==> config.mk <==
export PLATFORM = sky130hd
export DESIGN_NAME = uart_rx
export DESIGN_NICKNAME = d
export VERILOG_FILES = /design/src/rtl/uart_rx.sv
export SDC_FILE = /design/constraint.sdc
export NUM_CORES = 1
export LEC_CHECK = 0
export CORE_MARGIN = 1.5
export CORE_UTILIZATION = 65
export CTS_CLUSTER_SIZE = 12
export DETAILED_ROUTE_END_ITERATION = 8
export DONT_BUFFER_PORTS = 1
export GPL_ROUTABILITY_DRIVEN = 1
export HOLD_SLACK_MARGIN = 0.05
export PLACE_DENSITY = 0.87
export SLEW_MARGIN = 10
export SYNTH_ARGS = -nofsm -noshare
export SYNTH_HDL_FRONTEND = slang
export SYNTH_SLANG_ARGS = --single-unit
==> constraint.sdc <==
create_clock -name sysclk_12 -period 3 [get_ports sysclk_12]
set_input_delay 0.15 -clock sysclk_12 [delete_from_list [all_inputs] [get_ports sysclk_12]]
set_output_delay 0.15 -clock sysclk_12 [all_outputs]
set_load 0.01 [all_outputs]
==> src/rtl/uart_rx.sv <==
// 8N1 UART receiver: synchronises rx_in, samples each bit at mid-bit and writes
// each good byte to the downstream FIFO with a one-cycle wrreq strobe.
module uart_rx #(
  parameter int unsigned BAUD_RATE      = 1382400,
  parameter int unsigned CLK_FREQURENCE = 12000000
) (
  input  logic       sysclk_12,
  input  logic       i_rest,
  input  logic       rx_in,
  input  logic       wrfull,
  output logic [7:0] paralle_data,
  output logic       wrreq,
  output logic       frame_err,
  output logic       overrun,
  output logic       recv_sta_flg
);

  localparam int unsigned BIT_CNT  = CLK_FREQURENCE / BAUD_RATE;
  localparam int unsigned HALF_CNT = BIT_CNT / 2;
  localparam int unsigned CNT_W    = 16;
  localparam int unsigned BCNT_W   = 3;
  localparam int unsigned DATA_W   = 8;

  localparam logic [CNT_W-1:0] HALF_LAST = CNT_W'(HALF_CNT - 1);
  localparam logic [CNT_W-1:0] BIT_LAST  = CNT_W'(BIT_CNT - 1);

  typedef enum logic [1:0] {IDLE, START, DATA, STOP} state_t;

  state_t              state, state_next;
  logic [CNT_W-1:0]    clk_cnt, clk_cnt_next;
  logic [BCNT_W-1:0]   bit_cnt, bit_cnt_next;
  logic [DATA_W-1:0]   shift, shift_next;
  logic [DATA_W-1:0]   data_next;
  logic                wrreq_next, frame_err_next, overrun_next, sta_next;
  logic                rx_s1, rx_s2, rx_d;
  logic                primed, armed;

  // Synchroniser and edge history. armed only sets once the line has really
  // been seen high, so a line held low out of reset never fakes a start edge.
  always_ff @(posedge sysclk_12 or posedge i_rest) begin
    if (i_rest) begin
      rx_s1  <= 1'b1;
      rx_s2  <= 1'b1;
      rx_d   <= 1'b1;
      primed <= 1'b0;
      armed  <= 1'b0;
    end else begin
      rx_s1  <= rx_in;
      rx_s2  <= rx_s1;
      rx_d   <= rx_s2;
      primed <= 1'b1;
      armed  <= armed | (primed & rx_s1);
    end
  end

  always_ff @(posedge sysclk_12 or posedge i_rest) begin
    if (i_rest) state <= IDLE;
    else        state <= state_next;
  end

  always_comb begin
    state_next     = state;
    clk_cnt_next   = clk_cnt + CNT_W'(1);
    bit_cnt_next   = bit_cnt;
    shift_next     = shift;
    data_next      = paralle_data;
    wrreq_next     = 1'b0;
    frame_err_next = 1'b0;
    overrun_next   = 1'b0;
    case (state)
      IDLE: begin
        clk_cnt_next = '0;
        bit_cnt_next = '0;
        if (armed && rx_d && !rx_s2) state_next = START;
      end
      START: begin
        if (clk_cnt == HALF_LAST) begin
          clk_cnt_next = '0;
          state_next   = rx_s2 ? IDLE : DATA;
        end
      end
      DATA: begin
        if (clk_cnt == BIT_LAST) begin
          clk_cnt_next = '0;
          shift_next   = {rx_s2, shift[DATA_W-1:1]};
          bit_cnt_next = bit_cnt + BCNT_W'(1);
          if (bit_cnt == BCNT_W'(7)) state_next = STOP;
        end
      end
      STOP: begin
        // Leave at mid stop bit so a back-to-back start edge is still caught.
        if (clk_cnt == BIT_LAST) begin
          clk_cnt_next = '0;
          state_next   = IDLE;
          if (!rx_s2)       frame_err_next = 1'b1;
          else if (wrfull)  overrun_next   = 1'b1;
          else begin
            wrreq_next = 1'b1;
            data_next  = shift;
          end
        end
      end
      default: begin
        state_next   = IDLE;
        clk_cnt_next = '0;
      end
    endcase
    sta_next = (state_next != IDLE);
  end

  always_ff @(posedge sysclk_12 or posedge i_rest) begin
    if (i_rest) begin
      clk_cnt      <= '0;
      bit_cnt      <= '0;
      shift        <= '0;
      paralle_data <= '0;
      wrreq        <= 1'b0;
      frame_err    <= 1'b0;
      overrun      <= 1'b0;
      recv_sta_flg <= 1'b0;
    end else begin
      clk_cnt      <= clk_cnt_next;
      bit_cnt      <= bit_cnt_next;
      shift        <= shift_next;
      paralle_data <= data_next;
      wrreq        <= wrreq_next;
      frame_err    <= frame_err_next;
      overrun      <= overrun_next;
      recv_sta_flg <= sta_next;
    end
  end

endmodule
== Word-level counts from Yosys, hierarchy flattened ==
Index checks and enable logic that the tools add are counted.
Widths: inputs -> output; s select.
Storage, ports and cells
  flip-flop bits (word level): 46
  word-level logic and storage cells: 59
Cells by class
  reductions and logical operators: 10
  bitwise logic cells: 3
  eq/ne operators: 7
  mux-type cells: 23
  add/sub/neg operators: 2
Operators with widths (count)
  $pmux 16 s3: 1
  $mux 16: 2
  $add 16x1->16 const B: 1
  $eq 16x2->1 const B: 1
  $eq 16x3->1 const B: 1
  $mux 2: 6
  $mux 1: 11
  $pmux 2 s4: 1
  $pmux 3 s2: 1
  $eq 2x2->1 const B: 2
  $reduce_and 2->1: 2
  $reduce_and 4->1: 1
  $reduce_bool 2->1: 2
  $add 3x1->3 const B: 1
  $eq 3x3->1 const B: 1
  $mux 3: 1
  $eq 2x1->1 const B: 1
  $logic_and 1x1->1: 2
  $logic_not 2->1: 1
  $ne 2x2->1 const B: 1
  $reduce_or 2->1: 1
  $and 1x1->1: 1
  $logic_not 1->1: 1
  $not 1->1: 1
  $or 1x1->1: 1

== Longest topological paths before layout ==
  depth in word-level cells: 5
  mapped depth: 6
  gate-level depth less buffers: 6

== Least setup slack after synthesis ==
Ideal clock, no wire load.
  kind: register to register
  start: register clk_cnt[11]
  end: register paralle_data[0]
  period minus slack after synthesis: 1.805 ns
  data required time: 2.875 ns
  setup slack: 1.195 ns
  arrival: 1.680 ns
  setup time: 0.125 ns
  stages on the path, launching flop included: 6
  path buffers: 0
  path through: dfrtp_1 -> nor4_1 -> and4_4 -> nand2_4 -> nor3_4 -> mux2_2
Between the ends
  cells in the longest elaborated chain, start to end: 2
Ends and longest elaborated chain
  start: declaration: line 30  | logic [CNT_W-1:0] clk_cnt, clk_cnt_next;
  start signal: assignment: line 122  | clk_cnt <= clk_cnt_next;
  $eq 16x3->1: line 92  | if (clk_cnt == BIT_LAST) begin
  $reduce_and 4->1 (no source line)
  end signal: assignment: line 125  | paralle_data <= data_next;
  end: declaration: line 11  | output logic [7:0] paralle_data,
Every way passes these cells.
A chain may end at the register's enable or synchronous reset.

== Final worst setup path ==
  start: register clk_cnt[11]
  end: register paralle_data[1]
Same word-level chain as after synthesis.

==> run summary <==
Outcome: complete, but fails checks
Violated checks: design-rule violations
CTS tree: yes
Post-route insts no fill: 203
GRT Resource Usage Total: 0.2245
Sink Count: 46
Core area: 2805 um^2
Max cap viols: 0
Routed via count: 1232
Fmax: 0.4769 GHz
DRC viols: 2
Hold path start: wrfull
Worst R2R Setup Slack: 900 ps
CP Capture Type: flip-flop
Global-route wire length before repair: 5547 um
Slew headroom: 0.6367
Cell row count: 19
Worst path required time: 3260 ps
Layout cells sized above 1: 0.2093
Peak VDD IR: 0.5279 mV
Filler cell count in the final layout: 182
Clock buffer depth: 2
Combinational fraction of design power: 0.171
Hold Path Stages: 2
RSZ-0062 raised after global routing: no
Final GP Congestion: 0.9004
P_sw: 412.9 uW
Most common cell after layout, fill and taps aside: dfrtp_1
Drt first pass iters: 6
Final hold violation count: 0
Cell taking the most area after synthesis: dfrtp_1
EDFF count, synth: 0
Netlist cell types: 34
Top post-synthesis cells by area: dfrtp_1 55%, mux2_2 9.8%, xor2_1 4.5%
Post-synth ARST share: 1.000
CTS buffer count: 5
Fin area: 2074 um^2
RR Startpoint: clk_cnt[11]$_DFF_PP0_
Initial DRC count: 52
Period Utilization, post-route: 0.6990
Worst hold slack: 78.65 ps
HP Class: in -> reg
Die Y: 57.75 um
Sequential area share after synthesis: 0.5928
Layout area overhead: 6.487%
Full die area: 3334 um^2
Power density cells: 613.2 nW/um^2
Final WS setup: 903.0 ps
Yosys reg bits: 46
Netlist Area Pre-Place: 1948 um^2
LEAKAGE: 0.0009883 uW
Internal: 859.2 uW
Initial antenna violation count: 0
Pins Over Slew Limit: 0
Setup TNS Final: 0 ps
Vias in the first global route: 1185
WL/cell: 16.17 um
Sw Share: 0.3246
Sequential Power Share: 0.583
Final ANT Viol Nets: 0
Highest-count cells in the layout ignoring fill and taps: 43 x dfrtp_1, 20 x nor2_1, 17 x mux2_2
Worst Clk Skew: 6.847 ps
Synthesized Nets: 171
Crit-path max FO: 8
Die W: 57.75 um
Mapped Cells: 164
Starting Density: 0.6945
Ant. Diodes: 0
Clock-pin slew on the worst setup and hold paths: 140 ps
Synth warn: 0
CP Class: reg -> reg
Reg2Reg Capture Point: paralle_data[1]$_DFFE_PP0P_
Multi-input logic area: 747.0 um^2
Worst Path Arrival: 2360 ps
Gr ovfl total: 0
Synth top area share: 0.5523
Post-CTS resize count: 0
Synthesized area per cell: 11.88 um^2
Slew of the pin with the lowest slew margin: 545.0 ps
Setup WS pre-CTS: 949.5 ps
FF-to-FF path depth: 5
Final net count: 178
Setup-failing EPs final: 0
Vias/cell: 6.069
Clk pwr share: 0.246
DP HPWL: 2318 um
Register area: 1155 um^2
CTS Root Cell: clkbuf_4
Pin count of the biggest net entering global routing: 47
Placed Instances: 192
Post-layout min period: 2097 ps
Critical Path End: paralle_data[1]$_DFFE_PP0P_
Worst setup SP type: flip-flop
Total Wirelength: 3283 um
Dominant synthesized flop cell: dfrtp_1
H-tree depth: 2
Clk Latency, worst-skew pair: 360 ps
Crit path from: clk_cnt[11]$_DFF_PP0_
Post-Place Cell Area: 1978 um^2
IO buf count: 0
I/O pins: 16
## layer usage
metal  wire length [um]  track usage  vias to the layer above
met3                152      0.05804                        6
met4                 53       0.1030                        0
met5                  0            0                        -
met2               1623       0.3458                       38
met1               1455       0.3025                      603
li1                   -            -                      585
## through the flow
stage | utilization | total power (uW)
final | 0.7395 | 1272
after global routing | 0.7395 | 1338
after CTS | 0.7395 | 1273
after detailed placement | 0.7052 | 962.6
after global placement | 0.7052 | 942.2
after floorplan | - | 908.5
## worst min path at each step
stage / to / slack [ps]
finish: paralle_data[4]$_DFFE_PP0P_ / 80
global route: paralle_data[4]$_DFFE_PP0P_ / 50
CTS: paralle_data[4]$_DFFE_PP0P_ / 70
detailed placement: rx_s1$_DFF_PP1_ / 150
global placement: rx_s1$_DFF_PP1_ / 150
floorplan: rx_s1$_DFF_PP1_ / 150
## power by group through the flow
stage / Sequential (uW) / Combinational (uW) / Clock [uW]
final: 741 / 218 / 314
after global routing: 751 / 243 / 344
after CTS: 739 / 216 / 318
after detailed placement: 751 / 211 / 0
after global placement: 745 / 197 / 0
after floorplan: 704 / 204 / 0
## cell families (layout without fill, tap and decap cells)
logic type               Yosys count  after routing  synth area share
buffers and inverters             11             19           0.02376
other                              1              1          0.001925
multiplexers                      17             17           0.09826
AND/OR/NAND/NOR                   60             60            0.1593
flip-flops                        46             46            0.5928
XOR/XNOR                          13             13           0.05845
adder cells (fa/ha/maj)            3              3           0.01927
AO/OA/AOI/OAI                     13             13           0.04624
## flip-flops by register name, indices dropped and copies added (netlist names), 2 cells and up
signal / count
clk_cnt: 16
shift: 8
state: 2
paralle_data: 8
bit_cnt: 3
## layout make-up
class                      instances  share of cell area
clock buffer                       5             0.01809
timing repair buffer               5             0.02171
multi-input combinational        107              0.3601
inverter                           6             0.01086
sequential                        46              0.5567
tap                               31             0.01870
clock inverter                     3             0.01387
## repair_timing
| item | in CTS | in global routing |
|---|---|---|
| setup buffers | 0 | 0 |
| endpoints found under the hold margin | 46 | 0 |
| endpoints found under the setup margin | 0 | 0 |
| hold buffers | 3 | 0 |
## synth_stat cells (2+ instances only)
master,count
inv_1,6
a21oi_1,3
a22o_1,2
nand4_1,4
nor3_1,6
nand2_1,9
dfrtp_1,43
o21ai_0,2
a31oi_1,2
nor2_1,20
nand3_1,8
dfstp_2,3
or3_1,2
clkbuf_1,3
xnor2_1,3
mux2_2,17
ha_1,3
nor4_1,3
xor2_1,10
## critical path, stage by stage (launching register included)
cell and delay [ps]:
dfrtp_1 460, nor4_1 350, and4_4 320, nand2_4 80, nor3_4 400, mux2_2 390
Power figures use the tool's default switching activity.
